`src/rtl/ysyx_220578_seq_ctrl_if.sv`:
```
`default_nettype none
// +--------------------------------------------------------------------+
// | ysyx_220578_seq_ctrl_if : imem/dmem request-response bundle        |
// | Rev 1.0                                                            |
// +--------------------------------------------------------------------+
interface ysyx_220578_seq_ctrl_if #(
  parameter int PC_WIDTH   = 64,
  parameter int INST_WIDTH = 32
);
  logic                  imem_req_valid;
  logic [PC_WIDTH-1:0]   imem_req_addr;
  logic                  imem_req_ready;
  logic                  imem_rsp_valid;
  logic [INST_WIDTH-1:0] imem_rsp_inst;
  logic                  dmem_req_valid;
  logic                  dmem_req_ready;
  logic                  dmem_rsp_valid;

  modport master (
    output imem_req_valid, imem_req_addr,
    input  imem_req_ready, imem_rsp_valid, imem_rsp_inst,
    output dmem_req_valid,
    input  dmem_req_ready, dmem_rsp_valid
  );

  modport slave (
    input  imem_req_valid, imem_req_addr,
    output imem_req_ready, imem_rsp_valid, imem_rsp_inst,
    input  dmem_req_valid,
    output dmem_req_ready, dmem_rsp_valid
  );
endinterface
`default_nettype wire

```
`src/rtl/ysyx_220578_seq_ctrl.sv`:
```
`default_nettype none
// +--------------------------------------------------------------------+
// | ysyx_220578_seq_ctrl : multi-cycle fetch/decode/exec/mem/wb FSM    |
// | Optional perf counters: YSYX_220578_PERF_CNT_EN      Rev 1.0       |
// +--------------------------------------------------------------------+
module ysyx_220578_seq_ctrl #(
  parameter int                  PC_WIDTH   = 64,
  parameter int                  INST_WIDTH = 32,
  parameter logic [PC_WIDTH-1:0] RESET_PC   = PC_WIDTH'(64'h8000_0000)
) (
  input  logic                   clk,
  input  logic                   rst_n,
  ysyx_220578_seq_ctrl_if.master bus,
  output logic [INST_WIDTH-1:0]  inst_q,
  output logic [PC_WIDTH-1:0]    pc_q,
  output logic                   exu_en,
  input  logic [PC_WIDTH-1:0]    dnpc_in,
  output logic                   rf_we,
  output logic                   halt,
  output logic [1:0]             halt_cause,
  output logic [2:0]             state_o,
  output logic [63:0]            perf_cycle,
  output logic [63:0]            perf_instret
);

  typedef enum logic [2:0] {
    S_FETCH_REQ  = 3'd0,
    S_FETCH_WAIT = 3'd1,
    S_DECODE     = 3'd2,
    S_EXEC       = 3'd3,
    S_MEM_REQ    = 3'd4,
    S_MEM_WAIT   = 3'd5,
    S_WB         = 3'd6,
    S_HALT       = 3'd7
  } state_e;

  localparam logic [6:0]            OPC_LOAD   = 7'b0000011;
  localparam logic [6:0]            OPC_STORE  = 7'b0100011;
  localparam logic [6:0]            OPC_BRANCH = 7'b1100011;
  localparam logic [INST_WIDTH-1:0] EBREAK     = INST_WIDTH'(32'h0010_0073);

  state_e                state_q, state_d;
  logic [INST_WIDTH-1:0] inst_d;
  logic [PC_WIDTH-1:0]   pc_d, npc_q, npc_d;
  logic [1:0]            halt_cause_q, halt_cause_d;
  logic [6:0]            opcode;
  logic                  is_mem, wb_writes, npc_misaligned;

  assign opcode         = inst_q[6:0];
  assign is_mem         = (opcode == OPC_LOAD) || (opcode == OPC_STORE);
  assign wb_writes      = (opcode != OPC_STORE) && (opcode != OPC_BRANCH) && (inst_q[11:7] != 5'd0);
  assign npc_misaligned = (npc_q[1:0] != 2'b00);

  always_comb begin
    state_d      = state_q;
    inst_d       = inst_q;
    pc_d         = pc_q;
    npc_d        = npc_q;
    halt_cause_d = halt_cause_q;
    case (state_q)
      S_FETCH_REQ:  if (bus.imem_req_ready) state_d = S_FETCH_WAIT;
      S_FETCH_WAIT: begin
        if (bus.imem_rsp_valid) begin
          inst_d  = bus.imem_rsp_inst;
          state_d = S_DECODE;
        end
      end
      S_DECODE:     state_d = S_EXEC;
      S_EXEC: begin
        npc_d = dnpc_in;
        if (inst_q == EBREAK) begin
          state_d      = S_HALT;
          halt_cause_d = 2'd1;
        end else if (is_mem) begin
          state_d = S_MEM_REQ;
        end else begin
          state_d = S_WB;
        end
      end
      S_MEM_REQ:    if (bus.dmem_req_ready) state_d = S_MEM_WAIT;
      S_MEM_WAIT:   if (bus.dmem_rsp_valid) state_d = S_WB;
      S_WB: begin
        // A misaligned target stops the core with pc_q still naming the culprit.
        if (npc_misaligned) begin
          state_d      = S_HALT;
          halt_cause_d = 2'd2;
        end else begin
          pc_d    = npc_q;
          state_d = S_FETCH_REQ;
        end
      end
      S_HALT:       state_d = S_HALT;
      default:      state_d = S_FETCH_REQ;
    endcase
  end

  always_ff @(posedge clk) begin
    if (!rst_n) begin
      state_q      <= S_FETCH_REQ;
      pc_q         <= RESET_PC;
      inst_q       <= '0;
      npc_q        <= '0;
      halt_cause_q <= 2'd0;
    end else begin
      state_q      <= state_d;
      pc_q         <= pc_d;
      inst_q       <= inst_d;
      npc_q        <= npc_d;
      halt_cause_q <= halt_cause_d;
    end
  end

  // Strobes are masked by rst_n so nothing leaks out while reset is held.
  assign bus.imem_req_valid = rst_n && (state_q == S_FETCH_REQ);
  assign bus.imem_req_addr  = pc_q;
  assign bus.dmem_req_valid = rst_n && (state_q == S_MEM_REQ);
  assign exu_en             = rst_n && (state_q == S_EXEC);
  assign rf_we              = rst_n && (state_q == S_WB) && wb_writes;
  assign halt               = (state_q == S_HALT);
  assign halt_cause         = halt_cause_q;
  assign state_o            = state_q;

`ifdef YSYX_220578_PERF_CNT_EN
  logic [63:0] perf_cycle_q, perf_cycle_d, perf_instret_q, perf_instret_d;

  always_comb begin
    perf_cycle_d   = perf_cycle_q;
    perf_instret_d = perf_instret_q;
    if (state_q != S_HALT) perf_cycle_d = perf_cycle_q + 64'd1;
    if ((state_q == S_WB) && !npc_misaligned) perf_instret_d = perf_instret_q + 64'd1;
  end

  always_ff @(posedge clk) begin
    if (!rst_n) begin
      perf_cycle_q   <= '0;
      perf_instret_q <= '0;
    end else begin
      perf_cycle_q   <= perf_cycle_d;
      perf_instret_q <= perf_instret_d;
    end
  end

  assign perf_cycle   = perf_cycle_q;
  assign perf_instret = perf_instret_q;
`else
  assign perf_cycle   = 64'd0;
  assign perf_instret = 64'd0;
`endif

endmodule
`default_nettype wire

```
`src/flat_wrapper.sv`:
```
// flat-port wrapper written by rule: the top's interface ports become plain ports
module ysyx_220578_seq_ctrl_flat 
#(
  parameter int                  PC_WIDTH   = 64,
  parameter int                  INST_WIDTH = 32,
  parameter logic [PC_WIDTH-1:0] RESET_PC   = PC_WIDTH'(64'h8000_0000)
)
  (clk, rst_n, inst_q, pc_q, exu_en, dnpc_in, rf_we, halt, halt_cause, state_o, perf_cycle, perf_instret, bus_imem_req_valid, bus_imem_req_addr, bus_imem_req_ready, bus_imem_rsp_valid, bus_imem_rsp_inst, bus_dmem_req_valid, bus_dmem_req_ready, bus_dmem_rsp_valid);
  ysyx_220578_seq_ctrl_if #(.PC_WIDTH(PC_WIDTH), .INST_WIDTH(INST_WIDTH)) bus_i ();
  input  logic clk;
  input  logic rst_n;
  output logic [INST_WIDTH-1:0] inst_q;
  output logic [PC_WIDTH-1:0] pc_q;
  output logic exu_en;
  input  logic [PC_WIDTH-1:0] dnpc_in;
  output logic rf_we;
  output logic halt;
  output logic [1:0] halt_cause;
  output logic [2:0] state_o;
  output logic [63:0] perf_cycle;
  output logic [63:0] perf_instret;
  output wire logic [$bits(bus_i.imem_req_valid)-1:0] bus_imem_req_valid;
  output wire logic [$bits(bus_i.imem_req_addr)-1:0] bus_imem_req_addr;
  input wire logic [$bits(bus_i.imem_req_ready)-1:0] bus_imem_req_ready;
  input wire logic [$bits(bus_i.imem_rsp_valid)-1:0] bus_imem_rsp_valid;
  input wire logic [$bits(bus_i.imem_rsp_inst)-1:0] bus_imem_rsp_inst;
  output wire logic [$bits(bus_i.dmem_req_valid)-1:0] bus_dmem_req_valid;
  input wire logic [$bits(bus_i.dmem_req_ready)-1:0] bus_dmem_req_ready;
  input wire logic [$bits(bus_i.dmem_rsp_valid)-1:0] bus_dmem_rsp_valid;
  assign bus_imem_req_valid = bus_i.imem_req_valid;
  assign bus_imem_req_addr = bus_i.imem_req_addr;
  assign bus_i.imem_req_ready = bus_imem_req_ready;
  assign bus_i.imem_rsp_valid = bus_imem_rsp_valid;
  assign bus_i.imem_rsp_inst = bus_imem_rsp_inst;
  assign bus_dmem_req_valid = bus_i.dmem_req_valid;
  assign bus_i.dmem_req_ready = bus_dmem_req_ready;
  assign bus_i.dmem_rsp_valid = bus_dmem_rsp_valid;
  ysyx_220578_seq_ctrl #(.PC_WIDTH(PC_WIDTH), .INST_WIDTH(INST_WIDTH), .RESET_PC(RESET_PC)) u_core (.clk(clk), .rst_n(rst_n), .bus(bus_i), .inst_q(inst_q), .pc_q(pc_q), .exu_en(exu_en), .dnpc_in(dnpc_in), .rf_we(rf_we), .halt(halt), .halt_cause(halt_cause), .state_o(state_o), .perf_cycle(perf_cycle), .perf_instret(perf_instret));
endmodule
```
`config.mk`:
```
export PLATFORM = sky130hd
export DESIGN_NAME = ysyx_220578_seq_ctrl_flat
export DESIGN_NICKNAME = d
export VERILOG_FILES = /design/src/rtl/ysyx_220578_seq_ctrl_if.sv /design/src/rtl/ysyx_220578_seq_ctrl.sv /design/src/flat_wrapper.sv
export SDC_FILE = /design/constraint.sdc
export NUM_CORES = 1
export LEC_CHECK = 0
export CORE_AREA = 2 2 155 157
export CTS_CLUSTER_DIAMETER = 30
export DETAILED_ROUTE_END_ITERATION = 8
export DIE_AREA = 0 0 157 159
export GPL_TIMING_DRIVEN = 0
export PLACE_DENSITY = 0.78
export SYNTH_ARGS = -nofsm -noshare
export SYNTH_HDL_FRONTEND = slang
export SYNTH_SLANG_ARGS = --single-unit
```
`constraint.sdc`:
```
create_clock -name clk -period 3.7 [get_ports clk]
set_input_delay 1.11 -clock clk [delete_from_list [all_inputs] [get_ports clk]]
set_output_delay 1.11 -clock clk [all_outputs]
set_load 0.1 [all_outputs]
```
[Yosys cells after proc, flatten, opt, wreduce, memory -nomap -nowiden]
Index checks and enable logic that the tools add are counted.
Word-level totals
  output and inout port bits: 298
  bits in registers: 165
  memory bits (read-only): 0
  input port bits: 102
  memories: 0
  logic and storage cells: 51
  bits in latches: 0
  memory bits (writable): 0
Operators by class
  order comparisons: 0
  reductions and logical operators: 16
  add/subtract/negate cells: 0
  div/mod/pow operators: 0
  $mul: 0
  multiplexer cells: 11
  shifts and indexed selects: 0
  eq/ne operators: 18
  bitwise logic cells: 1
Operators with widths (count)
  equality test 32 x 21 -> 1 bit (second input constant): 1
  one-hot mux 3 bit (8 select lines): 1
  two-way mux 3 bit: 6
  equality test 3 bit (second input constant): 4
  != test 2 bit (second input constant): 4
  equality test 7 x 2 -> 1 bit (second input constant): 1
  equality test 7 x 6 -> 1 bit (second input constant): 1
  logical AND 1 bit: 7
  != test 7 x 6 -> 1 bit (second input constant): 1
  != test 7 bit (second input constant): 1
  equality test 3 x 2 -> 1 bit (second input constant): 2
  two-way mux 2 bit: 3
  nonzero test 5 bit: 1
  != test 2 x 1 -> 1 bit (second input constant): 2
  one-hot mux 2 bit (2 select lines): 1
  AND reduction 2 bit: 2
  AND reduction 4 bit: 1
  nonzero test 2 bit: 2
  equality test 3 x 1 -> 1 bit (second input constant): 1
  zero test 3 bit: 1
  AND reduction 3 bit: 1
  logical OR 1 bit: 1
  inverter 1 bit: 1

[Longest topological paths before layout]
Gate-level depths: netlist (run 1).
  word-level depth: 5
  gate-level depth with buffers: 7
  mapped depth without buffers: 4

[Worst setup path after synthesis (run 1)]
Ideal clock, no wire load.
  kind: register to output
  from: register u_core.inst_q[2]
  to: output port rf_we
  stages on the path, launching flop included: 4
  required time: 2.590 ns
  arrival: 6.020 ns
  slack: -3.430 ns
  cells stage by stage: dfxtp_1 -> or4bb_1 -> nor2_1 -> a2111oi_0
On the way
  word-level cells in the longest chain between the ends: 4
  elaborated cells on any way between the ends: 5
  those cells by class: eq/ne (2); reduce/logical (3)
RTL lines
  from (decl): line ysyx_220578_seq_ctrl.sv:14  | output logic [INST_WIDTH-1:0] inst_q,
  from (signal assigned): line ysyx_220578_seq_ctrl.sv:107  | inst_q <= inst_d;
  != test 7 x 6 -> 1 bit or != test 7 bit (tied branches): line ysyx_220578_seq_ctrl.sv:51  | assign wb_writes = (opcode != OPC_STORE) && (opcode != OPC_BRANCH) && (inst_q[11:7] != 5'd0);
  logical AND 1 bit * (2 in series): line ysyx_220578_seq_ctrl.sv:51
  logical AND 1 bit *: line ysyx_220578_seq_ctrl.sv:118  | assign rf_we = rst_n && (state_q == S_WB) && wb_writes;
  to (decl): line flat_wrapper.sv:16  | output logic rf_we;
Mark *: on every way between the ends. The rest lies on a longest branch, timed or not.

[Final worst setup path (run 1)]
  from: input port rst_n
  to: output port bus_imem_req_valid
On the way
  word-level cells in the longest chain between the ends: 1
RTL lines
  from (decl): line flat_wrapper.sv:11  | input logic rst_n;
  logical AND 1 bit: line ysyx_220578_seq_ctrl.sv:114  | assign bus.imem_req_valid = rst_n && (state_q == S_FETCH_REQ);
  to (decl): line flat_wrapper.sv:22  | output wire logic [$bits(bus_i.imem_req_valid)-1:0] bus_imem_req_valid;
No other way between the ends.

==> flow_summary_export.csv, run 1 <==
group,metric,value,unit
setup_path,worst_setup_path_start_kind,"input port",
clock_network,clk_latency,0.42,ns
synth,netlist-cell-type-count,34,
die,pin_count,400,
timing,fin_worst_skew,0.01041,ns
timing,setup_slack,0.08944,ns
setup_path,r2r-start,"u_core.state_o[1]$_SDFFE_PN0P_",
die,core,23190,um^2
pwr,pwr_density_cell,405.7,nW/um^2
setup_path,path_class,"input port to primary output",
die,die_w,157,um
setup_path,max_stage_delay,0.54,ns
pwr,peakVddDrop,0.2975,mV
synth,ys_ff_latch,165,
detailed_routing,vias_per_cell,4.094,
synth,syn_inst,938,
setup_path,crit_start,"rst_n",
final_layout,fin_nets,1457,
status,status,"finished clean",
setup_path,path_cells,"clkdlybuf4s50_1 > nand2b_1 > nor3_2 > buf_2",
clock_network,cts_max_level,4,
hold_path,min_path_type,"flop to flop",
setup_path,crit_buf_inv,2,
pwr,switching_power,1.748,mW
die,num_rows,56,
grt,grt_pass1_vias,6412,
grt,antenna_found_initial,1,
pwr,netSwitchingFraction,35.98,%
place,place_congestion,0.8763,
synth,yosysWarnings,0,
hold_path,hp-start,"u_core.npc_q[54]$_SDFFE_PN0N_",
detailed_routing,drcViolationCount,0,
final_layout,layout-drive-gt1-share,19.66,%
synth,synth_area_per_cell,8.306,um^2
synth,synth_top_area_cell,"dfxtp_1",
timing,hold_viol_final,0,
pwr,power_frac_seq,38.4,%
timing,timing.final.crit_share,97.58,%
flow_run,drv_cap,0,
clock_network,clock-root-buffer,"clkbuf_16",
setup_path,arrival,2.50,ns
synth,synth_area,7791,um^2
grt,grt.overflow.total,0,
detailed_routing,num_vias,6906,
die,die_area,24960,um^2
timing,holdWs,0.4483,ns
synth,synth_top_area_share,42.40,%
timing,post-route-min-period,3.611,ns
clock_network,cts_buffers,17,
pwr,pwr-share-clk,35.6,%
pwr,p_int,3.110,mW
synth,yosysMostFrequentCell,"nand2_1",
synth,yosysSeqAreaShare,42.40,%
detailed_routing,wl_per_cell,13.53,um
grt,grt_pass1_wl,34.78,mm
final_layout,area_growth_syn_to_layout,53.67,%
pwr,p_comb_share,26.1,%
clock_network,postCtsSetupRepairBufs,0,
synth,synth_edf_count,0,
synth,ys.flop_type,"dfxtp_1",
clock_network,clk_path_buf_depth,2,
grt,grt_max_degree,17,
timing,slew_violations,0,
place,dpl.hpwl,18.04,mm
clock_network,tritoncts,"done",
timing,rsz0062_at_grt,"no",
synth,synthTopCellsByCount,"nand2_1 (322), buf_4 (193), dfxtp_1 (165)",
clock_network,hold_buffers,0,
die,start_util,33.59,%
detailed_routing,drt-pass1-iter-count,6,
place,place_ws,-0.9453,ns
grt,grt_usage,17.94,%
setup_path,cp-end-kind,"primary output",
detailed_routing,ant_nets,0,
final_layout,antenna_cells,0,
die,die_y,159,um
detailed_routing,drt_iter0_markers,253,
setup_path,crit_family,"buffers and inverters",
pwr,p_leak,4.844,nW
setup_path,critPathMaxFanout,5,
synth,async_reset_ff_share,0,%
timing,final-setup-viol-count,0,
setup_path,required,2.59,ns
timing,relSlewSlack,30.98,%
clock_network,clk_pin_slew,0.07,ns
setup_path,slowest_stage,"clkdlybuf4s50_1",
place,portBuffers,271,
synth,post_synth_main_area_contributors,"dfxtp_1 (42%), buf_4 (19%), nand2_1 (16%)",
detailed_routing,wirelength,22.82,mm
clock_network,clkSinkCount,165,
timing,tightest_slew,1.032,ns
timing,max_freq,277.0,MHz
-- final timing paths --
path	end	slack, ns	cells after the start
min reg2reg	u_core.bus.imem_req_addr[54]$_SDFFE_PN0P_	0.45	2
max reg2reg	u_core.bus.imem_req_addr[24]$_SDFFE_PN0P_	1.70	5
min	u_core.bus.imem_req_addr[54]$_SDFFE_PN0P_	0.45	2
max	bus_imem_req_valid	0.09	4
-- registers in the layout, summed over array words and instances (netlist names) --
signal                    flops
u_core.halt_cause             2
u_core.state_o                3
u_core.inst_q                32
u_core.npc_q                 64
u_core.bus.imem_req_addr     64
-- per-layer routing --
metal | global-route usage, % | part of all wire (%) | vias up
met5 | 0 | 0.057 | -
met4 | 4.420 | 1.2 | 2
met3 | 5.416 | 7.3 | 22
met2 | 33.03 | 52 | 255
met1 | 19.93 | 40 | 3105
li1 | - | - | 3522
-- worst register-to-register path, cell delays in order (launching register included) --
cell and delay, ns:
dfxtp_1 0.37, nand2_1 0.24, nor4_4 0.82, buf_6 0.24, nand2_1 0.06, a21boi_0 0.18
-- cells in the final DEF, fill, tap and decap left out, types with 4 or more instances in the layout --
cell type | synthesis | layout
a21boi_0 | 135 | 135
a21boi_1 | 24 | 24
and3_1 | 4 | 4
buf_2 | 18 | 19
buf_4 | 193 | 193
buf_6 | 12 | 12
clkbuf_1 | 24 | 24
clkbuf_16 | 0 | 17
clkdlybuf4s50_1 | 0 | 267
clkinvlp_4 | 0 | 5
conb_1 | 1 | 128
dfxtp_1 | 165 | 165
nand2_1 | 322 | 322
nor2_1 | 7 | 6
-- power groups by stage --
stage | Combinational [mW] | Clock (mW) | Sequential [mW]
global route | 1.32 | 1.84 | 1.87
floorplan | 0.862 | 0 | 2.07
finish | 1.27 | 1.73 | 1.86
global placement | 1.26 | 0 | 1.90
detailed placement | 1.26 | 0 | 1.90
CTS | 1.26 | 1.77 | 1.86
-- area by class of cell --
type,instances,area (um^2)
clock inverters,12,120.1
clock buffers,20,456.7
flip-flops and latches,165,3303
multi-input cells,653,3228
well taps,319,399.1
plain buffers,247,1768
fillers,2173,11220
repair buffers,271,2698
-- through the flow --
stage                     utilization, %  total power, mW  setup TNS, ns  cell area [um^2]  cells
after global routing               51.62            5.032              0             11970   1687
after global placement             49.19            3.158         -2.773             11410   1655
after detailed placement           49.19            3.166         -2.836             11410   1655
after floorplan                        -            2.929              0              8295   1065
final                              51.62            4.858              0             11970   1687
after CTS                          51.61            4.901              0             11970   1687
-- repair_timing --
| item | CTS | global route |
|---|---|---|
| gates cloned | 0 | 0 |
| setup endpoints to repair | 4 | 3 |
| resized for setup | 20 | 4 |
-- cells by family (layout without fill, tap and decap cells) --
kind of cell | after synthesis | after routing | synth area share, %
simple gates | 356 | 356 | 18.50
buf+inv | 247 | 550 | 22.64
compound gates | 167 | 167 | 16.12
flops | 165 | 165 | 42.40
mux | 2 | 2 | 0.2890
other cells | 1 | 128 | 0.04813
Power figures use the tool's default switching activity.
==> run 2, diff against run 1 <==
--- a/config.mk
+++ b/config.mk
@@ -10,7 +10,7 @@
 export DETAILED_ROUTE_END_ITERATION = 8
 export DIE_AREA = 0 0 157 159
 export GPL_TIMING_DRIVEN = 0
-export PLACE_DENSITY = 0.78
+export PLACE_DENSITY = 0.75
 export SYNTH_ARGS = -nofsm -noshare
 export SYNTH_HDL_FRONTEND = slang
 export SYNTH_SLANG_ARGS = --single-unit
==> run 2 against run 1 <==
  * Wire length rose by 0.58%
  * Fmax fell by 0.37%
  * Power rose by 5.0%
  * Critical endpoint is now halt
  * First-iteration DRC count rose by 4.0%
  * Final cell count barely moved
==> flow_summary_export.csv, run 2 (same netlist as run 1, synthesis figures left out) <==
group,metric,value,unit
timing,rsz0062_at_grt,"no",
setup_path,slowest_stage,"clkdlybuf4s50_1",
timing,post-route-min-period,3.624,ns
grt,grt_usage,18.09,%
timing,tightest_slew,1.027,ns
clock_network,clock-root-buffer,"clkbuf_16",
clock_network,clk_latency,0.42,ns
final_layout,multi_input_area,3228,um^2
setup_path,path_cells,"buf_4 > and3_1 > clkdlybuf4s50_1",
setup_path,worst_setup_path_start_kind,"flop",
die,core,23190,um^2
setup_path,crit_buf_inv,2,
timing,relSlewSlack,31.33,%
die,die_y,159,um
grt,grt_pass1_vias,6539,
die,die_w,157,um
setup_path,required,2.59,ns
place,portBuffers,271,
final_layout,fin_nets,1457,
grt,antenna_found_initial,1,
detailed_routing,drt_iter0_markers,263,
setup_path,cp-end-kind,"primary output",
pwr,p_leak,4.899,nW
grt,grt_max_degree,17,
detailed_routing,ant_nets,0,
detailed_routing,wirelength,22.95,mm
timing,final-setup-viol-count,0,
clock_network,clk_path_buf_depth,2,
final_layout,final_cell_mix,"nand2_1 (322), clkdlybuf4s50_1 (267), buf_4 (193)",
setup_path,crit_family,"buffers and inverters",
flow_run,drv_cap,0,
setup_path,r2r_setup_slack,1.78,ns
pwr,power,5.099,mW
final_layout,num-fill-cells,2222,
place,dpl.hpwl,17.77,mm
clock_network,clk_pin_slew,0.07,ns
final_layout,layout-drive-gt1-share,19.74,%
final_layout,final_common_cell,"nand2_1",
detailed_routing,drt-pass1-iter-count,4,
setup_path,path_class,"flop to primary output",
detailed_routing,wl_per_cell,13.60,um
place,place_congestion,0.8121,
clock_network,clkSinkCount,165,
timing,max_freq,276.0,MHz
grt,grt.overflow.total,0,
final_layout,area_growth_syn_to_layout,54.63,%
detailed_routing,drcViolationCount,0,
pwr,pwr_density_cell,423.2,nW/um^2
timing,fin_worst_skew,0.01412,ns
hold_path,min_path_type,"flop to flop",
clock_network,postCtsSetupRepairBufs,0,
die,num_rows,56,
clock_network,tritoncts,"done",
die,pin_count,400,
die,die_area,24960,um^2
grt,grt_pass1_wl,35.15,mm
setup_path,max_stage_delay,1.16,ns
timing,hold_viol_final,0,
status,status,"finished clean",
detailed_routing,vias_per_cell,4.066,
die,start_util,33.59,%
clock_network,cts_max_level,4,
timing,holdWs,0.4544,ns
setup_path,arrival,2.51,ns
setup_path,critPathMaxFanout,10,
pwr,peakVddDrop,0.2754,mV
detailed_routing,num_vias,6864,
timing,timing.final.crit_share,97.94,%
timing,slew_violations,0,
clock_network,cts_buffers,17,
final_layout,seq_area,3303,um^2
==> run 2: cell types whose count changed in the layout (fill, tap and decap cells not counted) <==
cell,before,now
clkbuf_8,2,1
diode_2,0,1
clkbuf_1,24,23
clkinv_4,3,2
inv_8,0,2
buf_2,19,20
clkinvlp_4,5,0
bufinv_16,1,4
inv_6,3,6
clkbuf_4,3,2
==> run 2: layer usage <==
| metal | global-route usage, % | wire length [um] |
|---|---|---|
| met1 | 19.97 | 9031 |
| met2 | 33.01 | 11800 |
| met4 | 5.630 | 336 |
| met3 | 5.308 | 1784 |
| met5 | 0 | 0 |
==> run 2: final cells by class <==
class | instances | area share [%]
Sequential cell | 165 | 27.42
Buffer | 247 | 14.65
Timing Repair Buffer | 271 | 22.39
Antenna cell | 1 | 0.02077
Clock inverter | 14 | 1.766
Multi-Input combinational cell | 653 | 26.79
Clock buffer | 18 | 3.645
Tap cell | 319 | 3.313
==> run 2: path summary, 6_finish.rpt <==
check                                               to  cells after the start                            from
max                                               halt                      3  u_core.state_o[0]$_SDFFE_PN0P_
max reg2reg  u_core.bus.imem_req_addr[37]$_SDFFE_PN0P_                      5  u_core.state_o[2]$_SDFFE_PN0P_
min          u_core.bus.imem_req_addr[53]$_SDFFE_PN0P_                      2   u_core.npc_q[53]$_SDFFE_PN0N_
min reg2reg  u_core.bus.imem_req_addr[53]$_SDFFE_PN0P_                      2   u_core.npc_q[53]$_SDFFE_PN0N_
==> run 2: what timing repair did <==
action	in CTS	in global routing
endpoints found under the hold margin	0	0
resized for setup	17	6
endpoints found under the setup margin	4	4
gates cloned	0	0
hold buffers	0	0
==> run 2: stage by stage <==
stage	setup WS, ns	util, %	cells	instance area [um^2]	TNS [ns]
after floorplan	0.04317	-	1065	8295	0
after global placement	-0.9535	49.19	1655	11410	-2.745
after detailed placement	-0.9567	49.19	1655	11410	-2.732
after CTS	0.002329	51.97	1687	12050	0
after global routing	0.03230	51.94	1687	12050	0
final	0.07622	51.95	1688	12050	0
==> run 2: worst register-to-register path, delay by kind of cell (launching register included) <==
kind	cells	cell delay, ns
buffers and inverters	1	0.24
DFF	1	0.38
AOI/OAI and AO/OA	1	0.17
and+or+nand+nor	3	1.04
==> run 2: power breakdown <==
part / switching [mW] / internal [mW]
clock: 0.797 / 1.17
combinational: 0.954 / 0.311
sequential: 0.0371 / 1.83
==> run 3, diff against run 2 <==
--- a/config.mk
+++ b/config.mk
@@ -5,12 +5,13 @@
 export SDC_FILE = /design/constraint.sdc
 export NUM_CORES = 1
 export LEC_CHECK = 0
-export CORE_AREA = 2 2 155 157
+export CORE_AREA = 2 2 156 158
 export CTS_CLUSTER_DIAMETER = 30
 export DETAILED_ROUTE_END_ITERATION = 8
-export DIE_AREA = 0 0 157 159
+export DIE_AREA = 0 0 158 160
+export DONT_BUFFER_PORTS = 1
 export GPL_TIMING_DRIVEN = 0
-export PLACE_DENSITY = 0.75
+export PLACE_DENSITY = 0.53
 export SYNTH_ARGS = -nofsm -noshare
 export SYNTH_HDL_FRONTEND = slang
 export SYNTH_SLANG_ARGS = --single-unit
==> constraint.sdc (replaced) <==
create_clock -name clk -period 3.6 [get_ports clk]
set_input_delay 1.08 -clock clk [delete_from_list [all_inputs] [get_ports clk]]
set_output_delay 1.08 -clock clk [all_outputs]
set_load 0.1 [all_outputs]
==> run 3 against run 2 <==
  * Via count decreased by 16%
  * Non-clock buffer count shrank 268
  * Clock skew about the same
  * Sequential cell count unchanged
  * Sequential share of layout area increased by 8.3 points
  * Sequential power is 13% higher
  * Critical endpoint is now bus_dmem_req_valid
  * First-iteration DRC count decreased by 11%
  * Count of clock-buffer cells in the layout is the same
  * Power fell by 5.0%
  * Hold slack worse by 0.011 ns
  * Final cell count fell by 16%
  * Wire length down 7.9%
==> flow_summary_export.csv, run 3 (same netlist as run 1, synthesis figures left out) <==
group,metric,value,unit
status,status,"finished clean",
detailed_routing,wirelength,21.13,mm
timing,hold_viol_final,0,
hold_path,min_path_type,"flop to flop",
final_layout,layout-drive-gt1-share,25.91,%
die,num_rows,57,
die,die_area,25280,um^2
grt,antenna_found_initial,0,
die,pin_count,400,
pwr,power_frac_seq,43.3,%
die,die_w,158,um
setup_path,path_cells,"buf_2 > nand2b_1 > nor2_2",
final_layout,utilization,39.39,%
grt,grt_usage,16.35,%
die,start_util,32.71,%
timing,rsz0062_at_grt,"no",
place,place_ws,-0.3111,ns
pwr,pwr-share-clk,36.8,%
clock_network,tritoncts,"done",
place,portBuffers,0,
timing,final-setup-viol-count,0,
setup_path,critPathMaxFanout,10,
final_layout,stdcell_area,9384,um^2
clock_network,clk_pin_slew,0.08,ns
clock_network,cts_max_level,4,
final_layout,final_cell_mix,"nand2_1 (322), buf_4 (196), dfxtp_1 (151)",
final_layout,fin_nets,1189,
grt,grt_pass1_vias,5351,
clock_network,clkSinkCount,165,
setup_path,worst_setup_path_start_kind,"flop",
place,place_congestion,0.7569,
grt,grt_max_degree,18,
detailed_routing,vias_per_cell,4.057,
detailed_routing,drcViolationCount,0,
timing,timing.final.crit_share,93.17,%
setup_path,cp-end-kind,"primary output",
grt,grt.overflow.total,0,
final_layout,multi_input_area,3252,um^2
pwr,pwr_density_cell,516.2,nW/um^2
timing,relSlewSlack,27.24,%
grt,grt_pass1_wl,31.50,mm
pwr,p_leak,3.899,nW
pwr,switching_power,1.859,mW
pwr,p_int,2.985,mW
detailed_routing,num_vias,5777,
final_layout,area_growth_syn_to_layout,20.44,%
clock_network,clock-root-buffer,"clkbuf_16",
flow_run,drv_cap,0,
hold_path,hp-start,"u_core.npc_q[47]$_SDFFE_PN0N_",
final_layout,antenna_cells,0,
timing,fin_worst_skew,0.01365,ns
setup_path,path_class,"flop to primary output",
clock_network,clk_latency,0.43,ns
setup_path,required,2.52,ns
timing,tightest_slew,1.090,ns
die,core,23820,um^2
pwr,netSwitchingFraction,38.38,%
detailed_routing,drt_iter0_markers,235,
setup_path,slowest_stage,"nor2_2",
timing,max_freq,298.1,MHz
detailed_routing,ant_nets,0,
setup_path,crit_buf_inv,1,
setup_path,max_stage_delay,0.85,ns
detailed_routing,drt-pass1-iter-count,4,
final_layout,num-fill-cells,2607,
die,die_y,160,um
setup_path,r2r-start,"u_core.state_o[2]$_SDFFE_PN0P_",
detailed_routing,wl_per_cell,14.84,um
pwr,power,4.844,mW
timing,setup_slack,0.2457,ns
clock_network,clk_path_buf_depth,2,
setup_path,crit_family,"simple AND/OR/NAND/NOR gates",
setup_path,crit_start,"u_core.state_o[2]$_SDFFE_PN0P_",
final_layout,final_common_cell,"nand2_1",
pwr,peakVddDrop,0.2582,mV
clock_network,cts_buffers,17,
pwr,p_comb_share,19.9,%
place,dpl.hpwl,16.05,mm
final_layout,seq_area,3353,um^2
timing,slew_violations,0,
setup_path,arrival,2.27,ns
timing,post-route-min-period,3.354,ns
place,place_area,8707,um^2
## run 3: cell count changes in the layout (fill, tap and decap cells not counted), sizes merged
cell,before,now
bufinv,4,0
clkdlybuf4s50,267,0
clkinvlp,0,1
buf,225,226
clkbuf,44,42
diode,1,0
inv,8,11
## run 3: final timing paths
path                                               endpoint  slack, ns  cells past startpoint
setup / recovery                         bus_dmem_req_valid       0.25                      3
hold / removal    u_core.bus.imem_req_addr[47]$_SDFFE_PN0P_       0.44                      2
setup reg to reg               u_core.npc_q[1]$_SDFFE_PN0N_       1.49                      6
hold reg to reg   u_core.bus.imem_req_addr[47]$_SDFFE_PN0P_       0.44                      2
## run 3: power groups by stage
| stage | Combinational [mW] | Sequential (mW) | Clock, mW |
|---|---|---|---|
| 6_report | 0.962 | 2.10 | 1.78 |
| 3_3_place_gp | 0.953 | 2.14 | 0 |
| 4_1_cts | 0.963 | 2.10 | 1.83 |
| 2_1_floorplan | 0.886 | 2.12 | 0 |
| 5_1_grt | 1.01 | 2.11 | 1.92 |
| 3_5_place_dp | 0.958 | 2.14 | 0 |
## run 3: timing repair
action | CTS | global route
pin swaps | 2 | 0
setup endpoints to repair | 5 | 1
resized for setup | 34 | 3
hold buffers | 0 | 0
buffers inserted | 2 | 0
## run 3: worst reg2reg max path, stage by stage, from the launching register on
cell	delay [ns]
dfxtp_4	0.56
buf_2	0.30
nand3b_1	0.24
buf_2	0.36
buf_2	0.34
nand2_1	0.10
a21boi_0	0.16
## run 3: area by class of cell
class	instances	share of cell area (%)
plain buffers	247	18.89
repair buffers	3	0.4533
flip-flops and latches	165	35.73
clock buffers	18	4.573
multi-input cells	653	34.65
well taps	324	4.320
clock inverters	14	1.373
## run 3: layer usage
layer	track usage [%]	wire length [um]	vias up	share of wire, %
met5	0	0	-	0
met4	4.218	210	0	0.99
met3	6.242	1915	13	9.1
met2	27.75	10500	226	50
met1	19.29	8503	2553	40
li1	-	-	2985	-
## run 3: per-stage QoR
stage	std cells	TNS [ns]	hold slack, ns
floorplan	1065	-0.02683	0.4310
global placement	1389	-0.7456	0.4397
detailed placement	1389	-0.5991	0.4452
CTS	1423	-0.02899	0.4492
global route	1424	0	0.4685
finish	1424	0	0.4435
